File: src/rtl/seg_pkg.sv
// seg_pkg: shared constants, types and helpers for the 3-digit scan controller.
package seg_pkg;

  localparam int NUM_DIGITS = 3;
  localparam int IDX_W      = 2;
  localparam logic [NUM_DIGITS-1:0] DIGIT_OFF = 3'b111;

  typedef logic [IDX_W-1:0] idx_t;

  typedef enum logic {
    BLANK = 1'b0,
    ON    = 1'b1
  } scan_state_t;

  // Select digit nibble idx out of the packed 12-bit display value.
  function automatic logic [3:0] nibble_sel(input logic [4*NUM_DIGITS-1:0] v, input idx_t idx);
    logic [3:0] n;
    n = 4'h0;
    case (idx)
      2'd0:    n = v[3:0];
      2'd1:    n = v[7:4];
      2'd2:    n = v[11:8];
      default: n = 4'h0;
    endcase
    return n;
  endfunction

  // Active-low enable pattern with only digit idx driven low.
  function automatic logic [NUM_DIGITS-1:0] digit_on_mask(input idx_t idx);
    logic [NUM_DIGITS-1:0] m;
    m = DIGIT_OFF;
    case (idx)
      2'd0:    m = 3'b110;
      2'd1:    m = 3'b101;
      2'd2:    m = 3'b011;
      default: m = DIGIT_OFF;
    endcase
    return m;
  endfunction

endpackage

File: src/rtl/seg_scan_timer.sv
// seg_scan_timer: slot counter and digit index for the display scan.
// cnt/idx name the cycle the controller presents at the next clock edge.
module seg_scan_timer
  import seg_pkg::*;
#(
  parameter int SCAN_DIV     = 12000,
  parameter int BLANK_CYCLES = 120,
  localparam int CW          = $clog2(SCAN_DIV)
) (
  input  logic          clk,
  input  logic          rst_n,
  output logic [CW-1:0] cnt,
  output idx_t          idx,
  output logic          slot_start,
  output logic          blank_phase
);

  localparam logic [CW-1:0] CNT_LAST  = CW'(SCAN_DIV - 1);
  localparam logic [CW-1:0] BLANK_END = CW'(BLANK_CYCLES);
  localparam idx_t          IDX_LAST  = IDX_W'(NUM_DIGITS - 1);

  // Slot counter wraps at SCAN_DIV and advances the digit index 0->1->2->0.
  always_ff @(posedge clk) begin
    if (!rst_n) begin
      cnt <= '0;
      idx <= '0;
    end else if (cnt == CNT_LAST) begin
      cnt <= '0;
      idx <= (idx == IDX_LAST) ? '0 : idx + 1'b1;
    end else begin
      cnt <= cnt + 1'b1;
    end
  end

  // Slot start and blanking window decode.
  always_comb begin
    slot_start  = (cnt == '0);
    blank_phase = (cnt < BLANK_END);
  end

endmodule

File: src/rtl/seg_scan_ctrl.sv
// seg_scan_ctrl: time-multiplexed 3-digit 7-segment scan controller.
// Optional macro LEADING_ZERO_BLANK_EN suppresses leading-zero digits 2 and 1.
module seg_scan_ctrl
  import seg_pkg::*;
#(
  parameter int SCAN_DIV     = 12000,
  parameter int BLANK_CYCLES = 120
) (
  input  logic                    CLK,
  input  logic                    RST_N,
  input  logic [4*NUM_DIGITS-1:0] VAL,
  input  logic                    LOAD,
  output logic [3:0]              DEC_D,
  output logic [NUM_DIGITS-1:0]   DIGIT,
  output logic                    FRAME_PULSE
);

  localparam int CW = $clog2(SCAN_DIV);

  logic [CW-1:0]           cnt;
  idx_t                    idx;
  logic                    slot_start;
  logic                    blank_phase;
  logic                    frame_start;
  scan_state_t             state;
  logic                    digit_en;
  logic [4*NUM_DIGITS-1:0] pend;
  logic [4*NUM_DIGITS-1:0] disp;
  logic [4*NUM_DIGITS-1:0] disp_next;
  logic [NUM_DIGITS-1:0]   digit_nxt;
  logic [NUM_DIGITS-1:0]   digit_p1;
  logic [3:0]              dec_d_p1;
  logic                    frame_p1;

  seg_scan_timer #(
    .SCAN_DIV    (SCAN_DIV),
    .BLANK_CYCLES(BLANK_CYCLES)
  ) u_timer (
    .clk        (CLK),
    .rst_n      (RST_N),
    .cnt        (cnt),
    .idx        (idx),
    .slot_start (slot_start),
    .blank_phase(blank_phase)
  );

  // Frame boundary decode and displayed-value update (a coincident LOAD wins).
  always_comb begin
    frame_start = (cnt == '0) && (idx == '0);
    disp_next   = disp;
    if (frame_start) begin
      disp_next = LOAD ? VAL : pend;
    end
  end

  // Scan state and digit enable, with optional leading-zero suppression.
  always_comb begin
    state    = blank_phase ? BLANK : ON;
    digit_en = 1'b1;
`ifdef LEADING_ZERO_BLANK_EN
    if ((idx == 2'd2) && (disp[11:8] == 4'h0)) digit_en = 1'b0;
    if ((idx == 2'd1) && (disp[11:4] == 8'h00)) digit_en = 1'b0;
`endif
    digit_nxt = DIGIT_OFF;
    if ((state == ON) && digit_en) begin
      digit_nxt = digit_on_mask(idx);
    end
  end

  // Pending and displayed value registers; displayed only changes at frame start.
  always_ff @(posedge CLK) begin
    if (!RST_N) begin
      pend <= '0;
      disp <= '0;
    end else begin
      if (LOAD) pend <= VAL;
      disp <= disp_next;
    end
  end

  // ---- stage p1: registered display pins ----
  // DIGIT/DEC_D/FRAME_PULSE registers; DEC_D latches once per slot during blanking.
  always_ff @(posedge CLK) begin
    if (!RST_N) begin
      digit_p1 <= DIGIT_OFF;
      dec_d_p1 <= 4'h0;
      frame_p1 <= 1'b0;
    end else begin
      digit_p1 <= digit_nxt;
      frame_p1 <= frame_start;
      if (slot_start) dec_d_p1 <= nibble_sel(disp_next, idx);
    end
  end

  assign DIGIT       = digit_p1;
  assign DEC_D       = dec_d_p1;
  assign FRAME_PULSE = frame_p1;

endmodule

File: config.mk
export PLATFORM = sky130hd
export DESIGN_NAME = seg_scan_ctrl
export DESIGN_NICKNAME = d
export VERILOG_FILES = /design/src/rtl/seg_pkg.sv /design/src/rtl/seg_scan_timer.sv /design/src/rtl/seg_scan_ctrl.sv
export SDC_FILE = /design/constraint.sdc
export NUM_CORES = 1
export LEC_CHECK = 0
export ABC_AREA = 1
export CAP_MARGIN = 5
export CORE_ASPECT_RATIO = 0.6
export CORE_MARGIN = 2
export CORE_UTILIZATION = 56
export DETAILED_ROUTE_END_ITERATION = 16
export PLACE_DENSITY = 0.86
export SLEW_MARGIN = 40
export SYNTH_ARGS = -nofsm -noshare
export SYNTH_HDL_FRONTEND = slang
export SYNTH_HIERARCHICAL = 1
export SYNTH_SLANG_ARGS = --single-unit
File: constraint.sdc
create_clock -name CLK -period 2 [get_ports CLK]
set_clock_uncertainty 0.2 [all_clocks]
set_input_delay 0.4 -clock CLK [delete_from_list [all_inputs] [get_ports CLK]]
set_output_delay 0.4 -clock CLK [all_outputs]
set_load 0.05 [all_outputs]
==> metrics list, run 1 <==
- For this design the ratio of total power to cell area is ~770 nW/um^2.
* Number of antenna violations at the first check in global routing: 0
- Area share of the leading cell type in the synthesized netlist: between 40% and 50%
- The final hold violation count is 0.
- In this run the cell area of the synthesized design comes to around 2300 um^2.
- Post-cts hold buffer count: 0
* Unrepaired setup endpoints after global routing: false
* Synthesized-area fraction occupied by ao, oa, aoi and oai cells: around 6.7%
* Total setup violations reported at the end of the flow: 0
* Fraction of the yosys area taken by sequential cells: between 40% and 50%
- Post-synth EDFFs: 0
* Area share of and/or/nand/nor cells after synthesis: between 30% and 40%
* Slowest stage delay, CP: around 0.45 ns
- Sink Count: 48
- Hold/Removal Path Class: reg2reg
- Dominant cell by count in the synthesized netlist: nor2_1
- Dividing the detail-routed wire length by the instance count gives between 10 and 15 um.
* Largest fanout of any net on the critical path: 14
- The run finished with clean final reports.
- Routed via count divided by cell count: about 5.3
- On the final layout, the worst hold slack is ~0.29 ns.
- Global route overflow: 0
- Across all register-to-register paths, the minimum setup slack is about 0.17 ns.
- Fraction of synthesis flops using an asynchronous set or reset pin: 0%
- Entering global routing, the biggest net connects 30 pins.
- Critical Setup Path Class: reg2reg
- Wire length on met2: 2.05 mm
* Placed Area: about 2500 um^2
* Synth Flop Type: dfxtp_1
* Via count of the first global-routing pass: between 1500 and 2000
* CTS tree: done
- Post-detailed-route count of antenna-violating nets: 0
- The worst setup path is captured at a flip-flop.
- The die covers 4560 um^2.
* Final worst path period share: 91.4%
* Height of the die: 53.1 um
* Worst setup SP type: flip-flop
* Clock edge transition at the registers on the reported setup and hold paths: around 0.09 ns
- Max-cap violations in this run came to 0.
- Min Clock Period, post-route: between 1.5 and 2 ns
- Critical Path Slowest Stage Cell: dfxtp_1
* Port buffer count: 22
- For this run, the top clock speed supported by timing is ~550 MHz.
- Total length of routed met3 wires: 341 um
- The number of nets handed over by synthesis was around 310.
- The floorplan step defined a core boundary enclosing around 3800 um^2.
- Number of detailed-route iterations in the first pass: 6
- In this run, distinct cell masters in the synthesized netlist total 30.
- After the first detailed-routing iteration, the DRC count stood at about 140.
* Static Leak: approximately 1.1 nW
- Mean instance size in the synthesized netlist: ~7.6 um^2
* #FFs+latches synth: 48
* Detailed-route wire length: 4.82 mm
- Once layout is done, the placed cells without fillers occupy approximately 2600 um^2.
* Final net count: ~340
- Number of max-slew violations in the final report: 0
- Metal-1 WL: roughly 2.4 mm
* Number of CTS-inserted buffers: 5
* Total routing resource utilization after global routing: 23.4%
- Summing over every cut layer, the via total after detailed routing is just under 2000.
- Compared with the post-synthesis result, the final layout area differs by 14.7%.
- DR DRC count: 0
- Counting the fill cells in the layout gives 320.
- Prior to clock tree synthesis, the placed netlist has a worst setup slack of -0.0305 ns.
- Instance count of the mapped netlist: approximately 300
- In this run the clock root is driven by a clkbuf_8.
- The longest clock path from root to sink contains 2 buffers.
- After legalization and detailed placement, the total HPWL measured ~3.6 mm.
* Dominant cell type by area after synthesis: dfxtp_1
* Number of rows created at floorplan: 17
* Peak ir drop on the vdd network: 455 uV
- Summing the areas of all fa, ha and maj instances in the mapped netlist gives ~1.1% of the synthesized area.
- The first global-routing pass estimated between 7 and 8 mm of wire.
* XOR/XNOR share of the synthesized area: between 1.5 and 2%
- Yosys printed 6 warnings.
- The H-tree was split into 2 levels.
- Largest family of logic cells by synthesized area: simple AND/OR/NAND/NOR gates
- Traced cell by cell, the critical path runs through ha_1, nand3_2, nor2_2, nand3_2, nand2_2, nor2_1.
* Multiplexer area fraction after synthesis: between 3 and 4%
- Number of resized instances in the post-cts repair step: 0
* Chip Width: between 80 and 90 um
- Of the cells placed in the final design, the portion with a size suffix greater than 1 is 13.0%.
- Initial standard-cell utilization of the core: between 50% and 60%
- The cell family contributing the most delay on the critical path is simple AND/OR/NAND/NOR gates.
- Top layer in use: met4
- For this design the top-level I/O count stands at 23.
- Across all setup checks in the final design, the least slack found is roughly 0.17 ns.
- Last weighted congestion value of the routability-driven placer: ~0.90
- At the later pin of the worst-skew pair, clock insertion delay measures roughly 0.31 ns.
* Slew HR: between 70% and 80%
- Critical Path Most Common Cell: nand3_2
- Antenna Diode Count: 0
- Data arrival at the endpoint of the critical path: 1.82 ns
- Post-CTS setup repair buffer count: 0
- Counting both buffers and inverters, the worst setup path holds a total of 0.
* Pin slew with the least headroom to its limit: 0.401 ns
- Worst Path Required: a little under 2 ns
- By area the synthesized netlist is led by dfxtp_1, nor2_1, nand2_1.
- Commonest cells in the synthesized netlist: nor2_1, nand2_1, dfxtp_1
==> power breakdown <==
| part | switching [W] | total, W | internal, W |
|---|---|---|---|
| sequential | 0.0000363 | 0.00106 | 0.00102 |
| combinational | 0.000211 | 0.000345 | 0.000134 |
| clock | 0.000350 | 0.000598 | 0.000248 |
==> sequential cells by signal, summed over array words and instances, names as in the netlist <==
signal and flops:
u_timer/idx 2, FRAME_PULSE 1, DIGIT 3, u_timer/cnt 14, pend 12, disp 12, DEC_D 4
==> per-stage QoR <==
stage	TNS [ns]	power [W]	util, %	instances
floorplan	0	0.00133	-	296
global placement	0	0.00141	66.1	361
CTS	0	0.00201	68.6	369
global route	0	0.00209	68.6	369
finish	0	0.00200	68.6	369
detailed placement	-0.0424	0.00142	66.1	361
==> path summary, 6_finish.rpt <==
kind	from	endpoint	depth (start not counted)
max	u_timer/cnt[0]	u_timer/cnt[5]	6
min	DEC_D[2]	DEC_D[2]	2
min reg2reg	DEC_D[2]	DEC_D[2]	2
max reg2reg	u_timer/cnt[0]	u_timer/cnt[5]	6
==> worst register-to-register path: stages (launching register included) <==
cell and delay [ns]:
dfxtp_1 0.45, ha_1 0.27, nand3_2 0.16, nor2_2 0.20
nand3_2 0.09, nand2_2 0.25, nor2_1 0.09
==> cell usage in the layout, fill, tap and decap left out <==
| master | instances |
|---|---|
| a211oi_1 | 6 |
| a211oi_2 | 2 |
| a21oi_1 | 5 |
| a21oi_2 | 4 |
| buf_12 | 1 |
| buf_4 | 10 |
| clkbuf_8 | 5 |
| clkdlybuf4s50_1 | 14 |
| clkinv_4 | 1 |
| clkinv_8 | 1 |
| clkinvlp_4 | 2 |
| dfxtp_1 | 48 |
| ha_1 | 2 |
| inv_1 | 32 |
| mux2i_1 | 8 |
| nand2_1 | 59 |
| nand2_2 | 5 |
| nand2_4 | 1 |
| nand2_8 | 1 |
| nand3_1 | 26 |
| nand3_2 | 2 |
| nand4_1 | 8 |
| nor2_1 | 61 |
| nor2_2 | 3 |
| nor2_4 | 1 |
| nor2_8 | 2 |
| nor3_1 | 2 |
| o21ai_0 | 4 |
| or2_2 | 1 |
| xnor2_1 | 2 |
| xor2_1 | 3 |
==> logic make-up after synthesis <==
| family | count (synthesis) |
|---|---|
| buffers and inverters | 40 |
| and+or+nand+nor | 172 |
| AOI/OAI and AO/OA | 21 |
| muxes | 8 |
| adders and majority gates | 2 |
| xor gates and xnor gates | 5 |
| DFF | 48 |
==> layout make-up <==
type | instances | area [um^2] | area share [%]
Tap cell | 47 | 58.8 | 2.28
Sequential cell | 48 | 961 | 37.2
Multi-Input combinational cell | 208 | 1100 | 42.5
Timing Repair Buffer | 25 | 235 | 9.11
Clock buffer | 5 | 68.8 | 2.66
Inverter | 33 | 136 | 5.28
Clock inverter | 3 | 23.8 | 0.921
==> routing by layer <==
layer	GRT usage, %	up-vias
li1	-	993
met5	0	-
met3	5.15	6
met1	32.7	883
met2	35.3	62
met4	9.52	0
Power figures use the tool's default switching activity.
==> inputs of run 2 (changes only) <==
CORE_UTILIZATION = 45   (was 56)
PLACE_DENSITY = 0.73   (was 0.86)
==> run 2 against run 1 <==
Compared with the run above: final area is 2.4% higher; worst hold slack better by 0.0095 ns; global-route usage is 4.9 points lower; non-clock buffer count is 3 higher; highest routed layer unchanged.
==> metrics list, run 2 (synthesis results as in run 1) <==
* H-tree level count: 2 (unchanged)
- The overall power of the completed layout came to 0.00209 W (+4.3%).
* Setup_tns: 0 ns (unchanged)
- The count of input and output buffers is 22 (unchanged).
- Number of vias in the routed layout: 1912 (-1.6%)
* Antenna Diode Count: 0 (unchanged)
- The global routing usage summed across all routing layers came to 18.5% (-4.9 points).
* I/O pins: 23 (unchanged)
- The number of standard-cell rows in the floorplan is 19 (+2).
- The first-pass GRT wire length is 7.89 mm (-0.87%).
- Routed via count divided by cell count: 4.93 (-6.5%)
- Number of antenna violations at the first check in global routing: 0 (unchanged)
* Number of detailed-route iterations in the first pass: 4 (-2)
- Unrepaired setup endpoints after global routing: false
- The delay contributed by the slowest stage of the critical path is 0.44 ns (about the same).
* CTS tree: done
- Chip Width: 95.3 um (+11%)
* Max Root-Sink Buffers: 2 (unchanged)
* Number of CTS-inserted buffers: 5 (unchanged)
- Cell at the root of the clock tree: clkbuf_8
* Maximum number of pins on one net before global-route repair: 24 (-20%)
- By startpoint and endpoint, the worst setup path is classified as reg2reg.
* CP bufs+invs: 0 (unchanged)
* Last weighted congestion value of the routability-driven placer: 0.856 (-4.6%)
- Highest attainable clock frequency: 557 MHz (+1.8%)
- The total grt overflow was 0 (unchanged).
- Internal reg-to-reg setup slack: 0.21 ns (+0.03 ns)
- The core utilization of the finished layout was 56.5% (-12 points).
- The average routed wire per standard cell came to 12.3 um (-6.0%).
- The cell family contributing the most delay on the critical path is simple AND/OR/NAND/NOR gates.
- The number of endpoints failing setup at the final stage was 0 (unchanged).
- Area added between synthesis and finish: 17.5%
- The data arrival at the endpoint of the critical path is 1.78 ns (-0.04 ns).
- The power density of the placed cells was 788 nW/um^2 (+1.9%).
- The shortest period the worst path allows was 1.79 ns (-0.0327 ns).
- The max-cap check violation count came to 0 (unchanged).
- Slew HR: 71.1% (-2.1 points)
* DP HPWL: 3.55 mm (-0.36%)
- Initial standard-cell utilization of the core: 48.1% (-12 points)
- Final net count: 341 (+0.89%)
- Iteration-0 DRC count of the detailed router: 98 (-28%)
- Top flop regs: u_timer/cnt: 14 flops, disp: 12 flops, pend: 12 flops
- The leakage dissipation is 1.09 nW (+3.0%).
* DR DRC count: 0 (unchanged)
- Height of the die: 58.8 um (+11%)
- Peak ir drop on the vdd network: 473 uV (+3.8%)
* Largest fanout of any net on the critical path: 14 (unchanged)
- Crit-path cells: ha_1, nand3_2, nor2_2, nand3_2, nand2_4, nor2_1
* Later-pin clock latency in the skew report: 0.30 ns (about the same)
* Max reg flops: 14 (unchanged)
* Detailed-route wire length: 4.76 mm (-1.2%)
- Via count of the first global-routing pass: 1659 (-3.0%)
- Final worst path period share: 89.7% (-1.6 points)
- The clock transition at the registers of the reported paths is 0.08 ns (about the same).
* Post-cts hold buffer count: 0 (unchanged)
- Hold/Removal Path Class: reg2reg
* Worst Path Required: 1.99 ns (about the same)
* Share of final-layout standard cells stronger than drive strength 1: 13.5% (+0.49 points)
* Result of the run: complete, no violations
- Area of the core: 4680 um^2 (+24%)
- The library cells used most frequently in the layout, excluding fill and tap cells, are nor2_1, nand2_1, dfxtp_1.
- Pin slew with the least headroom to its limit: 0.432 ns (+0.0307 ns)
- On the critical path, the stage with the largest delay is an instance of dfxtp_1.
- In this design, the critical path's most frequently occurring cell is nand3_2.
- Fin area: 2650 um^2 (+2.4%)
* Number of resized instances in the post-cts repair step: 0 (unchanged)
- Fillers: 452 (+41%)
- STA classifies the critical path endpoint as a flip-flop.
- The final-report max-slew violation count is 0 (unchanged).
* Worst setup SP type: flip-flop
* Placed Area: 2530 um^2 (+1.7%)
* DIE AREA: 5600 um^2 (+23%)
- The final hold violation count is 0 (unchanged).
- Commonest non-fill, non-tap cell in the layout: nor2_1
* Post-CTS setup repair buffer count: 0 (unchanged)
- Post-detailed-route count of antenna-violating nets: 0 (unchanged)
- Sink Count: 48 (unchanged)
- u_timer/cnt holds more flip-flops than any other register.
==> run 2: changes by cell type in the layout (fill, tap and decap cells not counted), sizes merged <==
| cell | previous run | this run |
|---|---|---|
| buf | 11 | 14 |
| bufinv | 0 | 1 |
| clkbuf | 5 | 6 |
| clkinvlp | 2 | 0 |
==> run 2: area by class of cell <==
type | instances | area [um^2] | share of cell area (%)
Clock buffer | 6 | 72.6 | 2.74
Timing Repair Buffer | 28 | 258 | 9.74
Multi-Input combinational cell | 208 | 1100 | 41.7
Inverter | 33 | 136 | 5.16
Tap cell | 63 | 78.8 | 2.98
Sequential cell | 48 | 961 | 36.3
Clock inverter | 2 | 35.0 | 1.32
==> run 2: worst paths after layout <==
path / startpoint / end / depth (start not counted)
worst min-delay path: DEC_D[0] / DEC_D[0] / 2
worst max-delay path: u_timer/cnt[0] / u_timer/cnt[5] / 6
worst min register to register: DEC_D[0] / DEC_D[0] / 2
worst max register to register: u_timer/cnt[0] / u_timer/cnt[5] / 6
==> run 2: worst min-delay path, stage by stage, from the launching register on <==
cell,delay [ns]
dfxtp_1,0.33
nand2_1,0.08
a21oi_2,0.05
==> run 2: power breakdown <==
group / internal, W / total [W] / leakage (nW) / switching, W
sequential: 0.00102 / 0.00105 / 0.394 / 0.0000345
clock: 0.000371 / 0.000686 / 0.0552 / 0.000315
combinational: 0.000136 / 0.000345 / 0.637 / 0.000209
==> run 2: layer usage <==
layer	routed length, um	global-route usage, %	up-vias
met3	271	4.61	5
met5	0	0	-
met1	2590	28.8	862
met2	1870	25.1	46
met4	28	4.97	0
li1	-	-	999
==> run 2: through the flow <==
step	std cells	hold WS [ns]	setup WS [ns]
5_1_grt	388	0.317	0.0384
3_5_place_dp	380	0.278	-0.0129
2_1_floorplan	296	0.256	0.431
6_report	388	0.295	0.206
4_1_cts	388	0.296	0.134
3_3_place_gp	380	0.277	0.0462
==> RTL edit: new RTL, flow settings as in run 2 <==
The option `LEADING_ZERO_BLANK_EN` is turned on by a define.
--- a/src/rtl/seg_scan_ctrl.sv
+++ b/src/rtl/seg_scan_ctrl.sv
@@ -2,2 +2,4 @@
 // Optional macro LEADING_ZERO_BLANK_EN suppresses leading-zero digits 2 and 1.
+`define LEADING_ZERO_BLANK_EN
+
 module seg_scan_ctrl
Formal check against the unedited RTL: same outputs for any inputs over 10 cycles, from zero or initial values and one cycle with RST_N low; that may be too few to reach the edited logic, so the function may still have changed.
==> RTL edit against run 2 <==
- global-route usage down 0.74 points
- sequential cell count unchanged
- critical path depth unchanged
- largest cell class unchanged
- utilization is 1.8 points lower
- final area increased by 2.9%
- setup slack lost 0.063 ns
- largest power group unchanged
- non-clock buffer count fell by 1
- cell count grew 2.3%
- power is 14% higher
- synthesized area grew 2.0%
- routed wire length is 1.7% lower
- fmax is 3.4% lower
==> RTL edit: results (changes against run 2) <==
Power and ir drop
  – Peak VDD IR: 0.433 mV (-8.4%)
  – Sw Ratio: 0.251 (-0.0174)
  – P_leak: 1.11 nW (+2.6%)
  – Clock share of power: 0.404 (+0.075)
  – Power Clock: 0.962 mW (+40%)

Synth
  – Top post-synthesis cells by count: nor2_1, nand2_1, dfxtp_1, inv_1, nand3_1
  – Sequential fraction of the synthesis area: 0.419 (-0.00838)
  – Mapped Nets: 321 (+2.6%)
  – Distinct cells, synth: 31 (+3.3%)
  – Largest cells by area after synthesis: dfxtp_1, nor2_1, nand2_1
  – Post-Synthesis Cells: 304 (+2.7%)

STA
  – Max Freq: 0.538 GHz (-3.4%)
  – Rel. slew slack: 0.709 (-0.00229)

Placed design
  – DP Area: 2560 sq um (+1.2%)
  – Place WS: 0.00970 ns (+0.0226 ns)
  – Total instance count after detailed placement: 389 (+2.4%)
  – DP HPWL: 3490 um (-1.6%)
  – GPL Wtd Cong: 0.904 (+5.6%)

Status
  – Run status: completed

Global routing
  – Maximum number of pins on one net before global-route repair: 28 (+17%)
  – First-pass GRT wire length: 7560 um (-4.1%)
  – Vias in the first global route: 1570 (-5.4%)
  – GRT Util Overall: 0.178 (-0.00737)

Drt
  – First-pass DRT Iterations: 5 (+1)
  – WL final: 4680 um (-1.7%)
  – Initial DRC Count: 157 (+60%)
  – Via Count: 1933 (+1.1%)
  – Vias per cell: 4.87 (-1.2%)

Clock tree
  – Clk_lat worst skew: 0.31 ns

Worst hold path
  – Hold Crit Class: flop to flop
  – WHS Endpoint: pend[8]
  – Hold_sp: pend[8]

Critical path
  – Crit-path max FO: 14 (unchanged)
  – Reg-to-reg slack, setup: 0.14 ns (-0.06 ns)
  – Worst path arrival time: 1.84 ns (+0.06 ns)
  – RR Endpoint: u_timer/cnt[12]

Finish
  – Layout cells sized above 1: 0.133 (-0.00245)
  – NumNets Final: 347 (+1.8%)
  – Top Registers: u_timer/cnt (14), disp (12), pend (12)
==> RTL edit: final cells by class <==
cell class                 instances  area, sq um
multi-input combinational        215         1130
timing repair buffer              27          250
clock buffer                       5         68.8
inverter                          33          136
clock inverter                     3         90.1
sequential                        48          961
fill                             471         2260
tap                               66         82.6
==> RTL edit: cell families after synthesis <==
family / count (synthesis) / share of synthesized area
simple gates: 178 / 0.361
flops: 48 / 0.419
buf+inv: 41 / 0.0883
compound gates: 22 / 0.0676
mux: 8 / 0.0349
xor+xnor: 5 / 0.0191
fa+ha+maj: 2 / 0.0109
==> RTL edit: routing by layer <==
| metal | global-route usage | wire length [um] |
|---|---|---|
| met1 | 0.293 | 2660 |
| met2 | 0.210 | 1620 |
| met3 | 0.0407 | 325 |
| met4 | 0.0735 | 76 |
| met5 | 0 | 0 |
